$ cat src/rtl/sigmoid_req_arbiter_pkg.sv
// Shared types and constants for the sigmoid pipeline requester arbiter.
// bf16 constants, pipeline latency and the in-flight tag type.
package sigmoid_req_arbiter_pkg;

   localparam logic [15:0] BF16_ZERO = 16'h0000;
   localparam logic [15:0] BF16_HALF = 16'h3F00;
   localparam logic [15:0] BF16_ONE  = 16'h3F80;

   localparam int unsigned SIGMOID_PIPE_LAT = 5;

   // Wide enough for the largest supported requester count (8).
   localparam int unsigned SIGMOID_TAG_ID_W = 3;

   typedef struct packed {
      logic                        v;
      logic [SIGMOID_TAG_ID_W-1:0] id;
   } sigmoid_tag_t;

endpackage

$ cat src/rtl/sigmoid_req_arbiter_if.sv
// Requester, pipeline and response signals of sigmoid_req_arbiter.
// SIGMOID_ARB_PERF_EN adds the performance counter outputs.
interface sigmoid_req_arbiter_if #(
   parameter int unsigned NUM_REQ = 4
);
   logic [NUM_REQ-1:0]    req_valid;
   logic [NUM_REQ*16-1:0] req_data;
   logic [NUM_REQ-1:0]    req_ready;
   logic                  flush;
   logic                  idle;
   logic                  pipe_valid_in;
   logic [15:0]           pipe_data_in;
   logic                  pipe_valid_out;
   logic [15:0]           pipe_data_out;
   logic [NUM_REQ-1:0]    rsp_valid;
   logic [15:0]           rsp_data;
   logic                  tag_err;
`ifdef SIGMOID_ARB_PERF_EN
   logic [NUM_REQ*32-1:0] perf_issue_cnt;
   logic [31:0]           perf_busy_cnt;
`endif

   modport slave (
      input  req_valid, req_data, flush, pipe_valid_out, pipe_data_out,
      output req_ready, idle, pipe_valid_in, pipe_data_in, rsp_valid, rsp_data, tag_err
`ifdef SIGMOID_ARB_PERF_EN
      , output perf_issue_cnt, perf_busy_cnt
`endif
   );

   modport master (
      output req_valid, req_data, flush, pipe_valid_out, pipe_data_out,
      input  req_ready, idle, pipe_valid_in, pipe_data_in, rsp_valid, rsp_data, tag_err
`ifdef SIGMOID_ARB_PERF_EN
      , input perf_issue_cnt, perf_busy_cnt
`endif
   );

endinterface

$ cat src/rtl/sigmoid_req_arbiter_rr_arbiter.sv
// Combinational round-robin arbiter: scans req upward from ptr, wrapping,
// and returns a one-hot grant plus its index.
module sigmoid_req_arbiter_rr_arbiter #(
   parameter  int unsigned NUM_REQ = 4,
   localparam int unsigned ID_W    = $clog2(NUM_REQ)
) (
   input  logic [NUM_REQ-1:0] req,
   input  logic [ID_W-1:0]    ptr,
   output logic [NUM_REQ-1:0] gnt,
   output logic [ID_W-1:0]    gnt_idx
);

   logic            found;
   logic [ID_W-1:0] cand;

   always_comb begin
      gnt     = '0;
      gnt_idx = '0;
      found   = 1'b0;
      cand    = '0;
      for (int k = 0; k < NUM_REQ; k++) begin
         cand = ID_W'((int'(ptr) + k) % NUM_REQ);
         if (!found && req[cand]) begin
            gnt[cand] = 1'b1;
            gnt_idx   = cand;
            found     = 1'b1;
         end
      end
   end

endmodule

$ cat src/rtl/sigmoid_req_arbiter.sv
// Shares one pipelined sigmoid unit among NUM_REQ requesters; tags each op with its
// owner and steers results back. SIGMOID_ARB_PERF_EN adds issue/busy counters.
module sigmoid_req_arbiter
   import sigmoid_req_arbiter_pkg::*;
#(
   parameter int unsigned NUM_REQ  = 4,
   parameter int unsigned PIPE_LAT = SIGMOID_PIPE_LAT
) (
   input logic                  clk,
   input logic                  rst_n,
   sigmoid_req_arbiter_if.slave bus
);

   localparam int unsigned ID_W = $clog2(NUM_REQ);

   logic [NUM_REQ-1:0] req_masked;
   logic [NUM_REQ-1:0] gnt;
   logic [ID_W-1:0]    gnt_idx;
   logic               issue;
   logic [15:0]        issue_data;
   logic [ID_W-1:0]    rr_ptr_q, rr_ptr_d;

   sigmoid_tag_t       tag_q [PIPE_LAT];
   sigmoid_tag_t       tag_last;
   logic               tag_empty;

   logic [NUM_REQ-1:0] rsp_valid_d, rsp_valid_q;
   logic [15:0]        rsp_data_q;
   logic               tag_err_q;

   // Reset masks the grant too, so req_ready reads 0 while rst_n is low.
   assign req_masked = bus.req_valid & {NUM_REQ{~bus.flush & rst_n}};

   sigmoid_req_arbiter_rr_arbiter #(
      .NUM_REQ (NUM_REQ)
   ) u_rr_arbiter (
      .req     (req_masked),
      .ptr     (rr_ptr_q),
      .gnt     (gnt),
      .gnt_idx (gnt_idx)
   );

   assign issue = |gnt;

   always_comb begin
      issue_data = BF16_ZERO;
      for (int i = 0; i < NUM_REQ; i++) begin
         if (gnt[i]) issue_data = bus.req_data[16*i +: 16];
      end
   end

   always_comb begin
      rr_ptr_d = rr_ptr_q;
      if (issue) rr_ptr_d = (gnt_idx == ID_W'(NUM_REQ - 1)) ? '0 : gnt_idx + ID_W'(1);
   end

   assign tag_last = tag_q[PIPE_LAT-1];

   always_comb begin
      tag_empty = 1'b1;
      for (int k = 0; k < PIPE_LAT; k++) begin
         if (tag_q[k].v) tag_empty = 1'b0;
      end
   end

   always_comb begin
      rsp_valid_d = '0;
      for (int i = 0; i < NUM_REQ; i++) begin
         rsp_valid_d[i] = tag_last.v & bus.pipe_valid_out &
                          (tag_last.id == SIGMOID_TAG_ID_W'(i));
      end
   end

   always_ff @(posedge clk or negedge rst_n) begin
      if (!rst_n) begin
         rr_ptr_q    <= '0;
         rsp_valid_q <= '0;
         rsp_data_q  <= '0;
         tag_err_q   <= 1'b0;
         for (int k = 0; k < PIPE_LAT; k++) tag_q[k] <= '0;
      end else begin
         rr_ptr_q    <= rr_ptr_d;
         rsp_valid_q <= rsp_valid_d;
         if (|rsp_valid_d) rsp_data_q <= bus.pipe_data_out;
         tag_err_q   <= tag_err_q | (tag_last.v != bus.pipe_valid_out);
         tag_q[0]    <= {issue, SIGMOID_TAG_ID_W'(gnt_idx)};
         for (int k = 1; k < PIPE_LAT; k++) tag_q[k] <= tag_q[k-1];
      end
   end

   assign bus.req_ready     = gnt;
   assign bus.pipe_valid_in = issue;
   assign bus.pipe_data_in  = issue_data;
   assign bus.rsp_valid     = rsp_valid_q;
   assign bus.rsp_data      = rsp_data_q;
   assign bus.tag_err       = tag_err_q;
   assign bus.idle          = rst_n & tag_empty & (bus.flush | ~|bus.req_valid);

`ifdef SIGMOID_ARB_PERF_EN
   logic [NUM_REQ*32-1:0] issue_cnt_q;
   logic [31:0]           busy_cnt_q;

   // The issue cycle counts as busy, so N back-to-back ops give N+PIPE_LAT.
   always_ff @(posedge clk or negedge rst_n) begin
      if (!rst_n) begin
         issue_cnt_q <= '0;
         busy_cnt_q  <= '0;
      end else begin
         for (int i = 0; i < NUM_REQ; i++) begin
            if (gnt[i]) issue_cnt_q[32*i +: 32] <= issue_cnt_q[32*i +: 32] + 32'd1;
         end
         if (issue || !tag_empty) busy_cnt_q <= busy_cnt_q + 32'd1;
      end
   end

   assign bus.perf_issue_cnt = issue_cnt_q;
   assign bus.perf_busy_cnt  = busy_cnt_q;
`endif

endmodule
$ cat src/flat_wrapper.sv
// flat-port wrapper written by rule: the top's interface ports become plain ports
module sigmoid_req_arbiter_flat import sigmoid_req_arbiter_pkg::*;
#(
   parameter int unsigned NUM_REQ  = 4,
   parameter int unsigned PIPE_LAT = SIGMOID_PIPE_LAT
)
  (clk, rst_n, bus_req_valid, bus_req_data, bus_flush, bus_pipe_valid_out, bus_pipe_data_out, bus_req_ready, bus_idle, bus_pipe_valid_in, bus_pipe_data_in, bus_rsp_valid, bus_rsp_data, bus_tag_err);
  sigmoid_req_arbiter_if #(.NUM_REQ(NUM_REQ)) bus_i ();
  input logic clk;
  input logic rst_n;
  input wire logic [$bits(bus_i.req_valid)-1:0] bus_req_valid;
  input wire logic [$bits(bus_i.req_data)-1:0] bus_req_data;
  input wire logic [$bits(bus_i.flush)-1:0] bus_flush;
  input wire logic [$bits(bus_i.pipe_valid_out)-1:0] bus_pipe_valid_out;
  input wire logic [$bits(bus_i.pipe_data_out)-1:0] bus_pipe_data_out;
  output wire logic [$bits(bus_i.req_ready)-1:0] bus_req_ready;
  output wire logic [$bits(bus_i.idle)-1:0] bus_idle;
  output wire logic [$bits(bus_i.pipe_valid_in)-1:0] bus_pipe_valid_in;
  output wire logic [$bits(bus_i.pipe_data_in)-1:0] bus_pipe_data_in;
  output wire logic [$bits(bus_i.rsp_valid)-1:0] bus_rsp_valid;
  output wire logic [$bits(bus_i.rsp_data)-1:0] bus_rsp_data;
  output wire logic [$bits(bus_i.tag_err)-1:0] bus_tag_err;
  assign bus_i.req_valid = bus_req_valid;
  assign bus_i.req_data = bus_req_data;
  assign bus_i.flush = bus_flush;
  assign bus_i.pipe_valid_out = bus_pipe_valid_out;
  assign bus_i.pipe_data_out = bus_pipe_data_out;
  assign bus_req_ready = bus_i.req_ready;
  assign bus_idle = bus_i.idle;
  assign bus_pipe_valid_in = bus_i.pipe_valid_in;
  assign bus_pipe_data_in = bus_i.pipe_data_in;
  assign bus_rsp_valid = bus_i.rsp_valid;
  assign bus_rsp_data = bus_i.rsp_data;
  assign bus_tag_err = bus_i.tag_err;
  sigmoid_req_arbiter #(.NUM_REQ(NUM_REQ), .PIPE_LAT(PIPE_LAT)) u_core (.clk(clk), .rst_n(rst_n), .bus(bus_i));
endmodule
$ cat config.mk
export PLATFORM = sky130hd
export DESIGN_NAME = sigmoid_req_arbiter_flat
export DESIGN_NICKNAME = d
export VERILOG_FILES = /design/src/rtl/sigmoid_req_arbiter_pkg.sv /design/src/rtl/sigmoid_req_arbiter_if.sv /design/src/rtl/sigmoid_req_arbiter_rr_arbiter.sv /design/src/rtl/sigmoid_req_arbiter.sv /design/src/flat_wrapper.sv
export SDC_FILE = /design/constraint.sdc
export NUM_CORES = 1
export LEC_CHECK = 0
export ABC_AREA = 1
export CAP_MARGIN = 20
export CORE_ASPECT_RATIO = 1.2
export CORE_MARGIN = 3
export CORE_UTILIZATION = 43
export DETAILED_ROUTE_END_ITERATION = 8
export GPL_ROUTABILITY_DRIVEN = 0
export HOLD_SLACK_MARGIN = 0.08
export PLACE_DENSITY = 0.91
export SYNTH_ARGS = -nofsm -noshare
export SYNTH_HDL_FRONTEND = slang
export SYNTH_HIERARCHICAL = 1
export SYNTH_SLANG_ARGS = --single-unit
$ cat constraint.sdc
create_clock -name clk -period 8.05 [get_ports clk]
set_clock_uncertainty 0.2 [all_clocks]
set_input_delay 2.415 -clock clk [delete_from_list [all_inputs] [get_ports clk]]
set_output_delay 2.415 -clock clk [all_outputs]
set_load 0.05 [all_outputs]
# Word-level counts from Yosys, hierarchy flattened
# Cells that the tools add are included.
# W data, S select, Z words.
[op_classes]
n_addsub = 4
mux = 37
eq_ne = 5
n_lt_le_gt_ge = 8
bitwise = 15
n_reduce_logical = 15
[op_table]
columns = ["operator", "count"]
rows = [
  ["$mux W16", 4],
  ["$mux W1", 16],
  ["$mux W4", 4],
  ["$lt A2 B3 Y1 const B", 4],
  ["$or A4 B4 Y4", 3],
  ["$reduce_or A4 Y1", 3],
  ["$mux W2", 5],
  ["$and A1 B1 Y1", 8],
  ["$bmux W1 S2", 4],
  ["$demux W1 S2", 4],
  ["$ge A2 B1 Y1 const B", 4],
  ["$logic_and A1 B1 Y1", 7],
  ["$eq A2 B2 Y1 const B", 3],
  ["$add A2 B1 Y2 const B", 2],
  ["$add A2 B2 Y2 const B", 2],
  ["$and A4 B4 Y4", 1],
  ["$logic_not A1 Y1", 4],
  ["$logic_not A3 Y1", 1],
  ["$eq A2 B1 Y1 const B", 1],
  ["$or A1 B1 Y1", 2],
  ["$ne A1 B1 Y1", 1],
  ["$not A1 Y1", 1],
]
[totals]
output_inout_bits = 43
in_bits = 88
word_cells = 98
reg_bits = 38

# Depth between registers and ports, before layout
[logic_depth]
depth_word = 19
ltp_mapped = 18
ltp_nobuf = 16

# Modules after synthesis
# The synthesis kept the hierarchy.
[modules_own_cells]
columns = ["mod", "cells_per_inst", "seq_area_each_um2", "area_each_um2", "n_inst"]
rows = [
  ["sigmoid_req_arbiter", 271, 950.9, 2058.2, 1],
  ["sigmoid_req_arbiter_rr_arbiter", 73, 0.0, 439.2, 1],
]

# Worst setup path after synthesis
# No wires, ideal clock.
[synth_timing]
path_kind = "input port to output port"
start = "input rst_n"
end = "output bus_pipe_data_in[10]"
path_buffers = 3
slack_ns = 0.532
cell_stages = 18
t_required_ns = 5.435
arrival_ns = 4.903
path_cell_list = "inv_1 -> or2_2 -> nor2_1 -> inv_1 -> nand2_1 -> nand3_4 -> nand2_4 -> nor2_4 -> buf_6 -> nand3_1 -> nand3_1 -> buf_6 -> inv_6 -> buf_12 -> nand3_2 -> nand2_1 -> nand2_1 -> nand2_1"
[synth_between]
elab_cells_between_ends = 30
cone_classes = "mux: 19; bitwise: 5; reduce/logical: 6"
[synth_lines]
columns = ["element", "line", "rtl"]
rows = [
  ["from (decl)", "flat_wrapper.sv:10", "input logic rst_n;"],
  ["$and A1 B1 Y1 (*)", "sigmoid_req_arbiter.sv:32", "assign req_masked = bus.req_valid & {NUM_REQ{~bus.flush & rst_n}};"],
  ["$and A4 B4 Y4 (*)", "sigmoid_req_arbiter.sv:32", ""],
  ["net u_core.req_masked[3]", "sigmoid_req_arbiter.sv:16", "logic [NUM_REQ-1:0] req_masked;"],
  ["$bmux W1 S2", "sigmoid_req_arbiter_rr_arbiter.sv:23", "if (!found && req[cand]) begin"],
  ["$mux W1 (implied by the code)", "sigmoid_req_arbiter_rr_arbiter.sv:23", ""],
  ["$mux W1", "sigmoid_req_arbiter_rr_arbiter.sv:23", ""],
  ["$logic_not A1 Y1", "sigmoid_req_arbiter_rr_arbiter.sv:23", ""],
  ["$logic_and A1 B1 Y1", "sigmoid_req_arbiter_rr_arbiter.sv:23", ""],
  ["$mux W1", "sigmoid_req_arbiter_rr_arbiter.sv:23", ""],
  ["$logic_not A1 Y1", "sigmoid_req_arbiter_rr_arbiter.sv:23", ""],
  ["$logic_and A1 B1 Y1", "sigmoid_req_arbiter_rr_arbiter.sv:23", ""],
  ["$mux W1", "sigmoid_req_arbiter_rr_arbiter.sv:23", ""],
  ["$logic_not A1 Y1", "sigmoid_req_arbiter_rr_arbiter.sv:23", ""],
  ["$logic_and A1 B1 Y1", "sigmoid_req_arbiter_rr_arbiter.sv:23", ""],
  ["$mux W4 (*)", "sigmoid_req_arbiter_rr_arbiter.sv:23", ""],
  ["net bus_req_ready[1]", "flat_wrapper.sv:16", "output wire logic [$bits(bus_i.req_ready)-1:0] bus_req_ready;"],
  ["$mux W16 (*) (3 in a row)", "sigmoid_req_arbiter.sv:48", "if (gnt[i]) issue_data = bus.req_data[16*i +: 16];"],
  ["to (decl)", "flat_wrapper.sv:19", "output wire logic [$bits(bus_i.pipe_data_in)-1:0] bus_pipe_data_in;"],
]
# Mark *: on every way through the listed nets, which the timed path passes. The rest lies on a longest branch. The select of a mux whose other input is x is not followed.

# Worst setup path in the final report
[layout_timing]
start = "input bus_flush"
end = "output bus_pipe_data_in[12]"
[layout_between]
elab_chain_cells = 19
elab_cells_between_ends = 31
cone_classes = "mux: 19; bitwise: 6; reduce/logical: 6"
[layout_rtl]
columns = ["element", "line", "rtl"]
rows = [
  ["from (decl)", "flat_wrapper.sv:13", "input wire logic [$bits(bus_i.flush)-1:0] bus_flush;"],
  ["$not A1 Y1 (*)", "sigmoid_req_arbiter.sv:32", ""],
  ["$and A1 B1 Y1 (*)", "sigmoid_req_arbiter.sv:32", ""],
  ["$and A4 B4 Y4 (*)", "sigmoid_req_arbiter.sv:32", ""],
  ["net u_core.req_masked[1]", "sigmoid_req_arbiter.sv:16", ""],
  ["$bmux W1 S2", "sigmoid_req_arbiter_rr_arbiter.sv:23", ""],
  ["$mux W1 (implied by the code)", "sigmoid_req_arbiter_rr_arbiter.sv:23", ""],
  ["$mux W1", "sigmoid_req_arbiter_rr_arbiter.sv:23", ""],
  ["$logic_not A1 Y1", "sigmoid_req_arbiter_rr_arbiter.sv:23", ""],
  ["(+2 left out)", "n/a", ""],
  ["$logic_not A1 Y1", "sigmoid_req_arbiter_rr_arbiter.sv:23", ""],
  ["$logic_and A1 B1 Y1", "sigmoid_req_arbiter_rr_arbiter.sv:23", ""],
  ["$mux W1", "sigmoid_req_arbiter_rr_arbiter.sv:23", ""],
  ["$logic_not A1 Y1", "sigmoid_req_arbiter_rr_arbiter.sv:23", ""],
  ["$logic_and A1 B1 Y1", "sigmoid_req_arbiter_rr_arbiter.sv:23", ""],
  ["$mux W4 (*)", "sigmoid_req_arbiter_rr_arbiter.sv:23", ""],
  ["$mux W16 (3 in a row)", "sigmoid_req_arbiter.sv:48", ""],
  ["$mux W16 (*)", "sigmoid_req_arbiter.sv:48", ""],
]
# Marked as above.

==> metrics.md <==
| Metric | Value |
|---|---|
| Status | `completed` |
| Total GRT Usage | `0.217` |
| Share of layout cells above drive strength 1 | `0.139` |
| Gr ovfl total | `0` |
| Syn_area_per_cell | `7.26 um2` |
| Delay-heaviest family, CP | `simple AND/OR/NAND/NOR gates` |
| Num CTS Buffers | `5` |
| Die H | `89.5 um` |
| Synth Area in Compound Gates | `0.0922` |
| Post-Route Setup TNS | `0 ns` |
| Clk sink count | `38` |
| Final Slew Violations | `0` |
| Min Tclk post-route | `7.57 ns` |
| Netlist area before placement | `2500 um2` |
| Vias per cell | `5.13` |
| CTS Buffer Depth | `2` |
| Ant. Diodes | `0` |
| Initial Util | `0.459` |
| Pre-CTS setup slack | `0.511 ns` |
| Filler cell count | `393` |
| Global-route wire length before repair | `11.3 mm` |
| Startpoint types | `primary input` |
| Largest family of logic cells by synthesized area | `simple AND/OR/NAND/NOR gates` |
| Final hold vios | `0` |
| CP peak stage delay | `0.41 ns` |
| RSZ-0062 raised after global routing | `no` |
| Area after DPL | `3950 um2` |
| Worst EP arrival | `4.96 ns` |
| Worst setup path category | `in -> out` |
| Post-cts sizing count | `0` |
| Final #Nets | `563` |
| Initial antenna violation count | `0` |
| Period utilization | `0.941` |
| Root Driver | `clkbuf_8` |
| Largest net degree at the start of global routing | `39` |
| Setup bufs post-CTS | `0` |
| CP most frequent cell | `nand2_1` |
| Post-synthesis sequential area ratio | `0.381` |
| Design Area, Final | `4090 um2` |
| Drt total wl | `7.27 mm` |
| Clock transition at path regs | `0.08 ns` |
| CTS tree | `yes` |
| Slew HR | `0.621` |
| Area occupied by multi-input gates | `1250 um2` |
| # IOs | `131` |
| Worst-skew pair later-pin latency | `0.29 ns` |
| Placement Rows | `29` |
| Synth Area in XOR/XNOR | `0` |
| Crit path buf inv count | `5` |
| Hold Buf Count CTS | `0` |
| Post-Synth Simple-Gate Area | `0.374` |
| Warnings, synthesis | `6` |
| Slew @ Worst Pin | `0.567 ns` |
| Mapped Nets | `439` |
| DRT iter0 DRCs | `95` |
| Max-cap viol count | `0` |
| Vias in the first global route | `2677` |
| # DRC | `0` |
| Core area | `5440 um2` |
| Final setup violation count | `0` |
| Worst Slack Setup Final | `0.478 ns` |
| Req. time, crit path | `5.43 ns` |
| H-tree depth | `2` |
| Area added between synthesis and finish | `63.8%` |
| Vias | `2726` |
| #FFs+latches synth | `38` |
| Post-Syn Instances | `344` |
| Synth unique cells | `23` |
| Critical Path, Cell by Cell | `clkdlybuf4s50_1 -> or2_2 -> nor2_1 -> inv_1 -> nand2_1 -> nand3_2 -> nand2_4 -> nor2_2 -> a21oi_1 -> nand3_1 -> buf_4 -> inv_6 -> nand3_2 -> nand2_1 -> nand2_1 -> nand2_1 -> buf_12` |
| Antenna viol nets, final | `0` |
| Mux share of post-synthesis cell area | `0` |
| CP endpoint kind | `output port` |
| CP max stage cell | `clkdlybuf4s50_1` |
| Dpl hpwl | `5.75 mm` |
| Fmax | `0.132 GHz` |
| Reg area | `951 um2` |
| Worst hold path class | `reg -> reg` |
| Port bufs | `130` |
| Die area | `6760 um2` |
| Drt wl/cell | `13.7 um` |
| Pre-antenna DRT Iters | `4` |
| Die Wd | `75.6 um` |
| Worst-path maximum fanout | `19` |
| Synth Area in Adders | `0.0351` |
[stage by stage]
| stage | util | std cells | hold slack, ns |
|---|---|---|---|
| after global routing | 0.751 | 531 | 0.161 |
| after CTS | 0.751 | 531 | 0.145 |
| final | 0.751 | 531 | 0.144 |
| after detailed placement | 0.726 | 523 | 0.137 |
| after floorplan | - | 344 | 0.131 |
| after global placement | 0.726 | 523 | 0.134 |
[cells in the mapped netlist]
cell      count  area, um2
nand2_4       1       11.3
nand4_1       8       50.1
nand3_4       1       17.5
nand2_2       8       50.1
a21boi_0      4       30.0
nor3_1        4       20.0
nand2_1     130        488
nor2_2        2       12.5
ha_1          7       87.6
nor2_4        1       11.3
inv_1        32        120
buf_6         7       78.8
nand3_1      22        110
inv_2         3       11.3
buf_12        1       20.0
buf_2         8       40.0
buf_4         2       15.0
nand3_2      11        110
nor2_1       11       41.3
a21oi_1      40        200
or2_2         2       12.5
inv_6         1       8.76
dfrtp_1      38        951
[worst paths after layout]
path / slack, ns / cells after the start / from / to
worst min register to register: 0.14 / 0 / u_core/tag_q[9] / u_core/tag_q[5]
worst max register to register: 5.07 / 13 / u_core/rr_ptr_q[0] / u_core/rr_ptr_q[0]
worst min-delay path: 0.14 / 0 / u_core/tag_q[9] / u_core/tag_q[5]
max in group asynchronous: 5.36 / 2 / rst_n / u_core/bus.rsp_data[9]
min in group asynchronous: 1.97 / 2 / rst_n / u_core/tag_last[0]
worst max-delay path: 0.48 / 17 / bus_flush / bus_pipe_data_in[12]
[kinds of logic after synthesis]
| family | Yosys count |
|---|---|
| fa+ha+maj | 7 |
| compound gates | 44 |
| simple gates | 201 |
| buf+inv | 54 |
| flops | 38 |
[layout make-up]
cell class,instances,share of cell area
Clock buffer,5,0.0168
Clock inverter,3,0.0168
Sequential cell,38,0.232
Timing Repair Buffer,135,0.374
Inverter,36,0.0343
Tap cell,62,0.0190
Multi-Input combinational cell,252,0.306
[flip-flops by register name, summed over array words and instances (netlist names)]
signal	flops
u_core/bus.rsp_data	16
u_core/bus.rsp_valid	4
u_core/bus.tag_err	1
u_core/rr_ptr_q	2
u_core/tag_last	3
u_core/tag_q	12
[placed cells by master (no fill, tap or decap), types with 2 or more instances in the layout]
cell,Yosys,routed
ha_1,7,7
inv_2,3,3
nand2_2,8,8
a21oi_1,40,40
nor2_2,2,2
nand2_1,130,130
inv_1,32,32
bufinv_16,0,2
nand4_1,8,8
nand3_1,22,22
nand3_2,11,11
a21boi_0,4,4
buf_12,1,20
or2_2,2,2
clkdlybuf4s50_1,0,108
clkbuf_8,0,5
dfrtp_1,38,38
buf_4,2,6
nor3_1,4,4
nor2_1,11,11
[layer usage]
layer  up-vias  GRT usage  wire (um)
li1       1339          -          -
met1      1198      0.222       2670
met2       157      0.388       3630
met3        32     0.0731        680
met4         0      0.103        289
met5         -          0          0
[worst register-to-register path: cells and delay by family, from the launching register on]
kind | cells | cell delay (ns)
fa+ha+maj | 1 | 0.42
flops | 1 | 0.58
compound gates | 1 | 0.11
simple gates | 7 | 0.84
buf+inv | 4 | 0.77
Power is not shown: default switching activity piles up to over one toggle a cycle in this logic, so the estimate is an artifact.
